### src/rtl/mem_arb_pkg.sv
// Shared types and constants for the two-port MMU arbiter.
package mem_arb_pkg;

  typedef enum logic [1:0] {
    IDLE = 2'd0,
    BUSY = 2'd1,
    DONE = 2'd2
  } state_t;

  localparam logic PORT_FETCH      = 1'b0;
  localparam logic PORT_DATA       = 1'b1;
  localparam int   DEFAULT_TIMEOUT = 64;

  localparam int ADDR_W  = 24;
  localparam int DATA_W  = 32;
  localparam int COUNT_W = 2;

  // One requester's transfer as seen at the arbitration point.
  typedef struct packed {
    logic               port;
    logic               we;
    logic [ADDR_W-1:0]  addr;
    logic [COUNT_W-1:0] count;
    logic [DATA_W-1:0]  wdata;
  } xfer_t;

endpackage

### src/rtl/rr_arbiter2.sv
// Two-way round-robin picker: combinational winner, registered last-grant bit.
module rr_arbiter2
  import mem_arb_pkg::*;
(
  input  logic clk,
  input  logic rst,
  input  logic req_fetch,
  input  logic req_data,
  input  logic update,
  output logic valid,
  output logic winner
);

  logic last_grant;

  // NOTE: every output of this block is assigned first so no path leaves it unassigned (no latch).
  always_comb begin
    valid  = req_fetch | req_data;
    winner = PORT_FETCH;
    if (req_fetch && req_data) begin
      winner = ~last_grant;
    end else if (req_data) begin
      winner = PORT_DATA;
    end
  end

  // Starting from "fetch was last" hands the first tie to the data port.
  always_ff @(posedge clk) begin
    if (rst) begin
      last_grant <= PORT_FETCH;
    end else if (update) begin
      last_grant <= winner;
    end
  end

endmodule

### src/rtl/mem_arbiter.sv
// Arbitrates a read-only fetch port and a read/write data port onto one MMU
// request channel, with a per-transfer completion timeout.
module mem_arbiter
  import mem_arb_pkg::*;
#(
  parameter int TIMEOUT = DEFAULT_TIMEOUT
) (
  input  logic              clk,
  input  logic              rst,

  input  logic              if_req,
  input  logic [23:0]       if_addr,
  input  logic [1:0]        if_count,
  output logic              if_ack,
  output logic [31:0]       if_rdata,

  input  logic              d_req,
  input  logic              d_we,
  input  logic [23:0]       d_addr,
  input  logic [31:0]       d_wdata,
  input  logic [1:0]        d_count,
  output logic              d_ack,
  output logic [31:0]       d_rdata,

  output logic              err,

  output logic [23:0]       mmu_address,
  output logic [31:0]       mmu_dataIn,
  output logic [1:0]        mmu_byteCount,
  output logic              mmu_read,
  output logic              mmu_write,
  input  logic [31:0]       mmu_dataOut,
  input  logic              mmu_dataOutReady,
  input  logic              mmu_dataInReady
);

  localparam int CNT_W = $clog2(TIMEOUT + 1);

  state_t           state;
  logic [CNT_W-1:0] busy_cnt;
  logic             cur_port;
  logic             cur_we;

  logic             arb_valid;
  logic             arb_winner;
  logic             grant;
  xfer_t            pick;
  logic             complete;
  logic             expired;

  assign grant = (state == IDLE) && arb_valid;

  rr_arbiter2 u_rr (
    .clk       (clk),
    .rst       (rst),
    .req_fetch (if_req),
    .req_data  (d_req),
    .update    (grant),
    .valid     (arb_valid),
    .winner    (arb_winner)
  );

  always_comb begin
    pick = '0;
    if (arb_winner == PORT_DATA) begin
      pick.port  = PORT_DATA;
      pick.we    = d_we;
      pick.addr  = d_addr;
      pick.count = d_count;
      pick.wdata = d_wdata;
    end else begin
      pick.port  = PORT_FETCH;
      pick.we    = 1'b0;
      pick.addr  = if_addr;
      pick.count = if_count;
    end
  end

  // Only the ready matching the latched direction finishes a transfer.
  assign complete = cur_we ? mmu_dataInReady : mmu_dataOutReady;
  assign expired  = (busy_cnt == CNT_W'(TIMEOUT - 1));

  always_ff @(posedge clk) begin
    if (rst) begin
      state         <= IDLE;
      busy_cnt      <= '0;
      cur_port      <= PORT_FETCH;
      cur_we        <= 1'b0;
      mmu_address   <= '0;
      mmu_dataIn    <= '0;
      mmu_byteCount <= '0;
      mmu_read      <= 1'b0;
      mmu_write     <= 1'b0;
      if_ack        <= 1'b0;
      d_ack         <= 1'b0;
      err           <= 1'b0;
      if_rdata      <= '0;
      d_rdata       <= '0;
    end else begin
      // NOTE: pulses default low here; a later non-blocking assignment in the same edge overrides it.
      if_ack <= 1'b0;
      d_ack  <= 1'b0;
      err    <= 1'b0;

      case (state)
        IDLE: begin
          if (arb_valid) begin
            cur_port      <= pick.port;
            cur_we        <= pick.we;
            mmu_address   <= pick.addr;
            mmu_dataIn    <= pick.wdata;
            mmu_byteCount <= pick.count;
            mmu_read      <= ~pick.we;
            mmu_write     <= pick.we;
            busy_cnt      <= '0;
            state         <= BUSY;
          end
        end

        BUSY: begin
          if (complete || expired) begin
            mmu_read  <= 1'b0;
            mmu_write <= 1'b0;
            err       <= ~complete;
            state     <= DONE;
            if (cur_port == PORT_DATA) begin
              d_ack <= 1'b1;
              if (!complete)    d_rdata <= '0;
              else if (!cur_we) d_rdata <= mmu_dataOut;
            end else begin
              if_ack <= 1'b1;
              if (!complete) if_rdata <= '0;
              else           if_rdata <= mmu_dataOut;
            end
          end else begin
            busy_cnt <= busy_cnt + CNT_W'(1);
          end
        end

        DONE: state <= IDLE;

        default: state <= IDLE;
      endcase
    end
  end

endmodule
### config.mk
export PLATFORM = sky130hd
export DESIGN_NAME = mem_arbiter
export DESIGN_NICKNAME = d
export VERILOG_FILES = /design/src/rtl/mem_arb_pkg.sv /design/src/rtl/rr_arbiter2.sv /design/src/rtl/mem_arbiter.sv
export SDC_FILE = /design/constraint.sdc
export NUM_CORES = 1
export LEC_CHECK = 0
export ABC_AREA = 1
export CAP_MARGIN = 20
export CORE_ASPECT_RATIO = 0.7
export CORE_MARGIN = 2
export CORE_UTILIZATION = 43
export DETAILED_ROUTE_END_ITERATION = 7
export GPL_ROUTABILITY_DRIVEN = 0
export GPL_TIMING_DRIVEN = 0
export PLACE_DENSITY = 0.76
export RECOVER_POWER = 100
export SETUP_SLACK_MARGIN = 0.05
export SLEW_MARGIN = 20
export SYNTH_ARGS = -nofsm -noshare
export SYNTH_HDL_FRONTEND = slang
export SYNTH_SLANG_ARGS = --single-unit
### constraint.sdc
create_clock -name clk -period 1.7 [get_ports clk]
set_input_delay 0.34 -clock clk [delete_from_list [all_inputs] [get_ports clk]]
set_output_delay 0.34 -clock clk [all_outputs]
set_load 0.1 [all_outputs]
=== After elaboration in Yosys (flattened, before gate mapping) ===
Index checks and enable logic that the tools add are counted.

* Muxes and demuxes: 21
* Bitwise operators: 7
* $add $sub $neg: 1
* Eq/ne operators: 6
* Reductions and logical operators: 12

{| class="wikitable"
|+ Operator list
! kind !! number
|-
| 2-to-1 mux 32 bit || 4
|-
| 2-to-1 mux 28 bit || 1
|-
| 2-to-1 mux 7 bit || 2
|-
| case mux 7 bit (2 select lines) || 1
|-
| AND reduction 3 bit || 3
|-
| 2-to-1 mux 1 bit || 8
|-
| != test 2 bit (second input constant) || 4
|-
| adder 7 x 1 -> 7 bit (second input constant) || 1
|-
| equality test 7 x 6 -> 1 bit (second input constant) || 1
|-
| NOT 1 bit || 6
|-
| 2-to-1 mux 2 bit || 2
|-
| case mux 1 bit (2 select lines) || 2
|-
| case mux 2 bit (2 select lines) || 1
|-
| AND reduction 2 bit || 2
|-
| AND reduction 4 bit || 1
|-
| OR reduction 3 bit || 1
|-
| equality test 2 x 1 -> 1 bit (second input constant) || 1
|-
| logical AND 1 bit || 2
|-
| zero test 2 bit || 1
|-
| nonzero test 2 bit || 1
|-
| logical OR 1 bit || 1
|-
| OR 1 bit || 1
|}

* Bits in registers: 139
* Input port bits: 123

=== Logic depth before layout (Yosys ltp) ===
* Depth after elaboration: 6
* Gate-level depth with buffers: 10
* Depth with buffers taken out: 9

=== Modules after synthesis ===
Synthesis repeated with hierarchy kept, for this count alone.

* Cell total of the unflattened synthesis: 933
* Area, all modules: 6148.4 µm²

{| class="wikitable"
|+ By module, submodules not included
! module !! area each (µm²) !! times used !! cells an instance
|-
| mem_arbiter || 6092.1 || 1 || 923
|-
| rr_arbiter2 || 56.3 || 1 || 10
|}

=== Worst setup path before layout ===
No wires, ideal clock.

* Path kind: register to register
* From: reg busy_cnt[0]
* To: reg d_rdata[14]
* Clock period less this slack: 1.441 ns
* Setup time: 0.113 ns
* Stages on the path, launching flop included: 10
* Data arrival time: 1.328 ns
* Path buffers: 1
* Slack: 0.259 ns
* Cell sequence: dfxtp_1 > ha_1 > nand2_1 > nor2_2 > nand2_2 > nand2_4 > nand3_4 > buf_2 > nor2_1 > nor2_1

* Cells in the longest elaborated chain, start to end: 3

{| class="wikitable"
|+ Ends and longest elaborated chain
! what !! RTL line !! text
|-
| start: declaration || mem_arbiter.sv:40 || <nowiki>logic [CNT_W-1:0] busy_cnt;</nowiki>
|-
| start signal: assignment || mem_arbiter.sv:136 || <nowiki>busy_cnt <= busy_cnt + CNT_W'(1);</nowiki>
|-
| equality test 7 x 6 -> 1 bit || mem_arbiter.sv:81 || <nowiki>assign expired = (busy_cnt == CNT_W'(TIMEOUT - 1));</nowiki>
|-
| logical OR 1 bit || mem_arbiter.sv:121 || <nowiki>if (complete || expired) begin</nowiki>
|-
| AND reduction 4 bit (no source line) || - ||
|-
| end signal: assignment || mem_arbiter.sv:129 || <nowiki>else if (!cur_we) d_rdata <= mmu_dataOut;</nowiki>
|-
| end: declaration || mem_arbiter.sv:23 || <nowiki>output logic [31:0] d_rdata,</nowiki>
|}

Every way passes these cells.
A chain may end at the register's enable or synchronous reset.

=== Worst setup path after layout ===
* From: reg mmu_address[13]
* To: out mmu_address[13]

{| class="wikitable"
|+ RTL lines
! what !! RTL line !! text
|-
| start: declaration || mem_arbiter.sv:27 || <nowiki>output logic [23:0] mmu_address,</nowiki>
|-
| start signal: assignment || mem_arbiter.sv:110 || <nowiki>mmu_address <= pick.addr;</nowiki>
|}

No word-level cell between the ends.

==> flow_summary.yaml <==
sta:
  worst_pin_slew_ns: 0.611
  layout_worst_path_cycle_share_pct: 95.8
  slew-limit-headroom_pct: 59.2
  rsz0062_at_grt: "yes"
  setup_violations: 0
  timing.fmax_mhz: 614
  final.min_clock_period_ns: 1.63
  fin_skew_ns: 0.00625
  final-hold-violation-count: 0
  fin_ws_ns: 0.0712
  slew_viol_final: 0
  hold_slack_ns: 0.420
yosys:
  synth_nets: 1027
  share_of_the_yosys_chip_area_belonging_to_registers_pct: 45.8
  dominant_cells_by_area_after_synthesis: "dfxtp_1, nand2_1, inv_1"
  yosysTopAreaCellShare_pct: 45.8
  synth.ff_latch_count: 138
  dominantRegCellSynth: "dfxtp_1"
  yosysMostFrequentCell: "nand2_1"
  synth_mux_area_share_pct: 0
  postSynth.asyncResetShare_pct: 0
  yosysWarningCount: 0
  synth_top_cells_by_count: "nand2_1, dfxtp_1, inv_1"
  synthSimpleGateAreaFrac_pct: 32.5
  yosys.area_share.xor_xnor_pct: 0
  post_synth_design_cell_area_sq_um: 6030
  synth-edff-count: 0
  syn-mean-instance-area_sq_um: 6.68
  dominant_combinational_cell_family_by_area_after_synthesis: "simple AND/OR/NAND/NOR gates"
  synth_top_cell_by_area: "dfxtp_1"
  yosys.area_share.adder_pct: 0.208
  yosysUniqueCellTypes: 26
  postSynthCellCount: 903
  synth_compound_area_share_pct: 8.78
floorplanning:
  die_area_sq_um: 15000
  std_cell_rows: 36
  die_h_um: 103
  top_ports: 250
  die_width_um: 146
  initial_utilization_pct: 43.6
  floorplan.core_area_sq_um: 13800
drt:
  first_iteration_detailed_routing_drc_count: 483
  met2RoutedLength_um: 8570
  detail-route-antenna-nets: 0
  m1WireLength_um: 9460
  finalWirelength_um: 20200
  detail_route.vias_per_cell: 4.90
  drt_pass1_iterations: 6
  dr_wl_met3_um: 1790
  vias: 6766
  routed_wire_length_per_instance_um: 14.6
  dr.max_layer_used: "met4"
  post-route-drc-count: 0
cells_and_area:
  fillCellCount: 1281
  area_of_the_multi_input_gates_sq_um: 2600
  diodes: 0
  final_net_count: 1301
  final_layout_size_suffix_gt1_share_pct: 20.1
  final_non_filler_cell_total: 1380
  synthToLayoutAreaGrowth_pct: 50.9
  layout.area.seq_sq_um: 2770
pwr:
  vdd.ir_drop.worst_mv: 0.654
  p_leak_nw: 4.40
  powerDensity_nw_per_um2: 1180
critical_path:
  rr_endpoint: "d_rdata[9]"
  reg2reg_setup_slack_ns: 0.09
  cpLargestDelayFamily: "buffers and inverters"
  cp_num_cells: 1
  cp_slowest_stage_delay_ns: 0.55
  slowest_stage: "clkdlybuf4s15_2"
  setup.worst_path.class: "reg -> out"
  timing.critical_path.fanout_max: 2
  endpoint_kind: "output pin"
  critPathBufInv: 1
  r2r_start: "busy_cnt[0]"
  worst-endpoint-arrival_ns: 1.29
  worst-r2r-cell-count: 10
  crit_path_start: "mmu_address[13]"
  type_of_element_launching_the_critical_path: "register"
  crit_chain: "clkdlybuf4s15_2"
  worst_ep_required_time_ns: 1.36
placed_design:
  numPortBuffers: 248
  numPlacedInstances: 1341
  dp_worst_setup_slack_ns: -0.561
  dp_hpwl_um: 14400
clock_tree:
  clock_tree_from_tritoncts: "yes"
  tritoncts.num_buffers: 17
  cts.clk_slew.worst_paths_ns: 0.06
  cts-root-buf: "clkbuf_16"
  cts.htree.levels: 4
  holdBufCountCts: 0
  cts_sinks: 138
  cts-root-to-sink-buffers: 2
  clock_insertion_delay_worst_skew_ns: 0.41
global_route:
  grt_pass1_wl_um: 31400
  initial_antenna_violation_count: 0
  grt_max_degree: 17
  grt_pass1_vias: 6316
  grt.total_usage_pct: 26.2
  overflow: 0
min_path:
  type_of_the_most_critical_hold_path: "in -> reg"
  worst_hold_path.num_cells: 2
  hold_path.startpoint: "rst"
  min_delay_endpoint: "cur_we"
flow_run:
  maxCapViolations: 0
status:
  outcome: "complete, no violations"
-- worst max-delay path by stage --
stage / endpoint
6_report: mmu_address[13]
5_1_grt: mmu_address[8]
4_1_cts: if_rdata[5]
3_5_place_dp: mmu_address[13]
3_3_place_gp: mmu_address[8]
2_1_floorplan: d_rdata[14]
-- logic make-up (layout without fill, tap and decap cells) --
family | count (synthesis) | in the layout
adder cells (fa/ha/maj) | 1 | 1
flip-flops | 138 | 138
AND/OR/NAND/NOR | 470 | 471
buffers and inverters | 196 | 482
AO/OA/AOI/OAI | 98 | 98
-- timing repair --
item,in CTS,in global routing
cloned,1,1
setup buffers,2,3
pin swaps,0,3
setup endpoints to repair,230,207
hold endpoints to repair,0,0
resized for setup,519,158
-- through the flow --
stage / area (sq um) / TNS (ns) / power [mW] / util, %
after floorplan: 6030 / 0 / 5.85 / -
after global placement: 8750 / -53.43 / 6.78 / 63.3
after detailed placement: 8750 / -59.12 / 6.80 / 63.3
after CTS: 9340 / 0 / 10.8 / 67.6
after global routing: 9100 / 0 / 11.1 / 65.8
final: 9100 / 0 / 10.7 / 65.8
-- layout make-up --
| type | count | share of cell area (%) |
|---|---|---|
| Sequential cell | 138 | 30.4 |
| Multi-Input combinational cell | 570 | 28.6 |
| Timing Repair Buffer | 254 | 22.1 |
| Inverter | 140 | 5.79 |
| Clock buffer | 17 | 4.68 |
| Buffer | 56 | 3.40 |
| Tap cell | 190 | 2.61 |
| Clock inverter | 15 | 2.37 |
-- where the power goes --
| part | switching (mW) | leakage, nW | internal [mW] |
|---|---|---|---|
| Combinational | 2.36 | 2.96 | 0.745 |
| Clock | 1.54 | 0.308 | 2.50 |
| Sequential | 0.114 | 1.13 | 3.45 |
| Total | 4.01 | 4.40 | 6.70 |
-- registers in the layout (all words and copies together) (netlist names) --
| name | flops |
|---|---|
| busy_cnt | 7 |
| cur_we | 1 |
| d_ack | 1 |
| mmu_address | 24 |
| mmu_dataIn | 32 |
| state | 2 |
| if_rdata | 32 |
| err | 1 |
| if_ack | 1 |
| mmu_write | 1 |
| mmu_read | 1 |
| cur_port | 1 |
| d_rdata | 32 |
| mmu_byteCount | 2 |
-- cell usage in the layout, fill, tap and decap left out, types with 23 or more instances in the layout --
| cell | instances |
|---|---|
| clkdlybuf4s18_2 | 23 |
| nand4_1 | 53 |
| a31oi_1 | 26 |
| inv_1 | 120 |
| nand2_1 | 303 |
| a21oi_1 | 41 |
| dfxtp_1 | 136 |
| o21ai_0 | 26 |
| buf_2 | 112 |
| clkdlybuf4s50_1 | 121 |
| nor2_1 | 89 |
-- routing by layer --
metal	up-vias	track usage, %
li1	3348	-
met1	3084	35.8
met2	301	40.4
met3	33	7.26
met4	0	8.52
met5	-	0
Power figures use the tool's default switching activity.
==> RTL change 1, RTL diff (same settings) <==
Put one more register stage on the output `mmu_byteCount`, with the module's reset. The value now appears one clock later. The other outputs are not delayed to match.
--- a/src/rtl/mem_arbiter.sv
+++ b/src/rtl/mem_arbiter.sv
@@ -35,6 +35,8 @@
 );
 
   localparam int CNT_W = $clog2(TIMEOUT + 1);
+
+  logic [1:0] mmu_byteCount_s0;
 
   state_t           state;
   logic [CNT_W-1:0] busy_cnt;
@@ -88,7 +90,7 @@
       cur_we        <= 1'b0;
       mmu_address   <= '0;
       mmu_dataIn    <= '0;
-      mmu_byteCount <= '0;
+      mmu_byteCount_s0 <= '0;
       mmu_read      <= 1'b0;
       mmu_write     <= 1'b0;
       if_ack        <= 1'b0;
@@ -109,7 +111,7 @@
             cur_we        <= pick.we;
             mmu_address   <= pick.addr;
             mmu_dataIn    <= pick.wdata;
-            mmu_byteCount <= pick.count;
+            mmu_byteCount_s0 <= pick.count;
             mmu_read      <= ~pick.we;
             mmu_write     <= pick.we;
             busy_cnt      <= '0;
@@ -144,4 +146,12 @@
     end
   end
 
+  always_ff @(posedge clk) begin
+    if (rst) begin
+      mmu_byteCount <= '0;
+    end else begin
+      mmu_byteCount <= mmu_byteCount_s0;
+    end
+  end
+
 endmodule
Behaviour: not the same (a bounded check fails within 4 cycles, from zero or initial values and one cycle with rst high).
==> RTL change 1 against the unedited design <==
  * Area after synthesis rose by 1.0%
  * Count of clock-buffer cells in the layout up 2
  * Final area grew 2.6%
  * Power increased by 0.56%
  * Wire length down 1.3%
  * Global-route usage down 0.65 points
  * Worst setup slack worse by 0.035 ns
  * Cell count increased by 0.58%
  * Core utilization is 1.5 points higher
  * Clock power rose by 1%
  * Sequential cell count rose by 2
  * Die area up 0.98%
==> RTL change 1: results <==
metrics = {
    "status": {
        "outcome": "finished, final reports clean",
    },
    "cells_and_area": {
        "nNonClkBuffers": 315,
        "filler_cell_count": 1247,
        "multi_input_cells": 572,
        "multi_input_area_mm2": 0.00265,
        "final_net_count": 1311,
        "layout.nonclk_buf_frac": 0.264,
        "drive_gt1_frac": 0.208,
        "layout-area-overhead-vs-synth_pct": 53.3,
        "n_all_inverters": 141,
        "clock_cell_area_share": 0.0691,
    },
    "clock_tree": {
        "cts_repair_resize_count": 511,
    },
    "power": {
        "worst_ir_drop_vdd_mv": 0.851,
        "clk-power_mw": 4.09,
        "clockPowerShare": 0.379,
        "switching_share": 0.358,
    },
    "place": {
        "hpwlAfterDp_um": 14300,
        "postPlaceCellArea_mm2": 0.00881,
        "pre_cts_slack_ns": -0.504,
    },
    "synth": {
        "yosys-top-cells-count": "305 x nand2_1, 140 x dfxtp_1, 139 x inv_1",
        "seq_area_frac_synth": 0.460,
        "syn_nets": 1035,
        "synth.top_cells.by_area": "dfxtp_1 46%, nand2_1 19%, inv_1 8.6%, nor2_1 6.2%, nand4_1 5.1%",
    },
    "timing": {
        "tightest_slew_ns": 0.610,
        "worst_hold_margin_ns": 0.273,
        "maxClockFrequency_mhz": 601,
    },
    "global_route": {
        "global_route.usage.met1": 0.349,
        "routing_usage_on_met3": 0.0692,
        "gr-usage-met2": 0.386,
        "grt_pass1_vias": 6260,
        "grt_first_pass_wirelength_um": 31300,
    },
    "route": {
        "dr.first_iter.drc_count": 380,
        "wl_met2_um": 8750,
        "met3_length_um": 1740,
        "detail_route.first_pass.iterations": 5,
    },
    "floorplanning": {
        "core_mm2": 0.0139,
    },
    "worst_setup_path": {
        "rrSetupSlack_ns": 0.04,
        "cp_top_family": "simple AND/OR/NAND/NOR gates",
        "worst_path_slowest_cell": "dfxtp_4",
        "worst_path_largest_cell_delay_ns": 0.38,
        "worst-endpoint-arrival_ns": 2.01,
    },
}
[RTL change 1: changes by cell type after synthesis, moves of 3 or more]
| cell | unedited run | this run |
|---|---|---|
| buf_1 | 2 | 11 |
| buf_2 | 24 | 19 |
| buf_6 | 0 | 3 |
| clkbuf_1 | 30 | 24 |
| inv_1 | 120 | 139 |
| inv_2 | 19 | 1 |
| nand4_1 | 53 | 50 |
| nor2_1 | 90 | 100 |
| o21ai_1 | 4 | 1 |
[RTL change 1: logic make-up (layout without fill, tap and decap cells)]
kind of cell	Yosys count	in the layout	share of synthesized area
fa+ha+maj	1	1	0.00205
buf+inv	199	486	0.131
simple gates	475	475	0.322
flops	140	140	0.460
compound gates	96	96	0.0850
[RTL change 1: path summary, 6_finish.rpt]
path | start | to | depth (start not counted)
max | busy_cnt[1] | d_rdata[29] | 11
min | rst | cur_we | 2
max reg2reg | busy_cnt[1] | d_rdata[29] | 11
min reg2reg | mmu_byteCount_s0[1] | mmu_byteCount[1] | 2
==> RTL change 2, RTL diff (same settings) <==
Made on the original files. Set the package constant `DEFAULT_TIMEOUT` to 256 (it was 64).
--- a/src/rtl/mem_arb_pkg.sv
+++ b/src/rtl/mem_arb_pkg.sv
@@ -9,7 +9,7 @@
 
   localparam logic PORT_FETCH      = 1'b0;
   localparam logic PORT_DATA       = 1'b1;
-  localparam int   DEFAULT_TIMEOUT = 64;
+  localparam int   DEFAULT_TIMEOUT = 256;
 
   localparam int ADDR_W  = 24;
   localparam int DATA_W  = 32;
Formal check against the unedited RTL: same outputs for any inputs over 4 cycles, from zero or initial values and one cycle with rst high; that may be too few to reach the edited logic, so the function may still have changed.
==> RTL change 2 against the unedited design <==
  * The run now ends with setup timing left
  * Power about the same
  * Sequential cell count up 2
  * Register-to-register slack worse by 0.42 ns
  * Count of clock-buffer cells in the layout up 1
  * Worst setup slack worse by 0.40 ns
  * Wire length down 0.41%
  * Core utilization up 5.7 points
  * Area after synthesis down 1.6%
  * Die area down 1.5%
  * Final area up 4.6%
  * Maximum frequency down 20%
  * Critical path type is now flip-flop to flip-flop
  * Largest cell class is now multi-input gates
==> RTL change 2: results <==
metrics = {
    "route": {
        "wl_per_cell_um": 14.7,
        "maxUsedRoutingLayer": "met4",
        "detail_route.first_pass.iterations": 5,
        "wl_met2_um": 9400,
        "dr.first_iter.drc_count": 372,
        "met1_length_um": 8810,
        "via_count": 6523,
        "met3_length_um": 1650,
    },
    "synth": {
        "seq_area_frac_synth": 0.472,
        "synthDistinctLibCells": 27,
        "synthesis.area_per_instance_um2": 6.80,
        "yosys.area_share.adder": 0.00422,
        "yosys-top-cells-count": "236 x nand2_1, 177 x nor2_1, 140 x dfxtp_1",
        "syn_nets": 998,
        "synth.top_cells.by_area": "dfxtp_1 47%, nand2_1 15%, nor2_1 11%, inv_1 6.4%, a21oi_1 5.7%",
        "share_of_the_synthesized_area_in_compound_gates_ao_oa_aoi_oai": 0.125,
        "synth-edff-count": 0,
        "synth-warning-count": 0,
    },
    "cells_and_area": {
        "drive_gt1_frac": 0.261,
        "final-instance-count-excl-fill": 1372,
        "filler_cell_count": 1084,
    },
    "worst_setup_path": {
        "worst-endpoint-arrival_ns": 2.34,
        "highest_net_fanout_along_the_worst_path": 10,
    },
    "place": {
        "place.detailed.instances": 1306,
        "pre_cts_slack_ns": -0.526,
        "hpwlAfterDp_um": 13500,
        "postPlaceCellArea_mm2": 0.00870,
    },
    "clock_tree": {
        "cts-root-to-sink-buffers": 2,
        "postCtsSetupBuffers": 17,
        "htree_levels": 4,
        "cts_repair_resize_count": 574,
        "cts_buffers": 17,
    },
    "timing": {
        "worst_slew_margin_rel": 0.347,
        "fin_setup_tns_ns": -18.50,
        "final_critical_path_setup_slack_ns": -0.326,
        "report.final.setup_viol": 81,
        "fin_worst_skew_ns": 0.0161,
    },
    "power": {
        "worst_ir_drop_vdd_mv": 0.752,
        "cellLeakagePower_nw": 4.68,
    },
    "global_route": {
        "gr-usage-met2": 0.414,
        "global_route.usage.met1": 0.339,
        "grt_first_pass_wirelength_um": 29400,
        "track_usage": 0.255,
        "routing_usage_on_met3": 0.0684,
        "grt_pass1_vias": 5832,
    },
    "min_path": {
        "holdCritPathClass": "flip-flop to flip-flop",
    },
    "status": {
        "outcome": "finished with violations",
        "failing_checks": "setup timing",
    },
}
## RTL change 2: cell type report
cell class | count | area, um2 | area share
Buffer | 46 | 309 | 0.0325
Clock buffer | 18 | 439 | 0.0461
Clock inverter | 14 | 184 | 0.0193
Inverter | 106 | 405 | 0.0426
Multi-Input combinational cell | 581 | 2880 | 0.302
Sequential cell | 140 | 2810 | 0.295
Tap cell | 185 | 231 | 0.0243
Timing Repair Buffer | 282 | 2270 | 0.238
## RTL change 2: power breakdown
group | internal (mW) | total (mW) | switching, mW
Clock | 2.38 | 3.92 | 1.54
Combinational | 0.811 | 3.16 | 2.35
Sequential | 3.50 | 3.63 | 0.129
Total | 6.70 | 10.7 | 4.02
## RTL change 2: critical path, stage by stage (launching register included)
cell and delay, ns:
dfxtp_4 0.35, ha_4 0.14, nand2_4 0.06, nor2_4 0.10
nand3b_1 0.12, nor2_2 0.13, ha_2 0.18, inv_2 0.05
nand3_2 0.07, nand2_4 0.10, inv_8 0.10, nand2_4 0.06
buf_6 0.16, buf_12 0.15, nor2_2 0.09, nor2_1 0.06
## RTL change 2: worst paths after layout
check	from	endpoint	slack [ns]	cells past startpoint
worst max-delay path	busy_cnt[0]	d_rdata[29]	-0.33	15
worst min-delay path	mmu_dataIn[21]	mmu_dataIn[21]	0.46	2
worst max register to register	busy_cnt[0]	d_rdata[29]	-0.33	15
worst min register to register	mmu_dataIn[21]	mmu_dataIn[21]	0.46	2
## RTL change 2: cells by family (layout without fill, tap and decap cells)
| kind of cell | after synthesis | after routing |
|---|---|---|
| flops | 140 | 140 |
| buf+inv | 152 | 466 |
| simple gates | 449 | 449 |
| compound gates | 130 | 130 |
| fa+ha+maj | 2 | 2 |
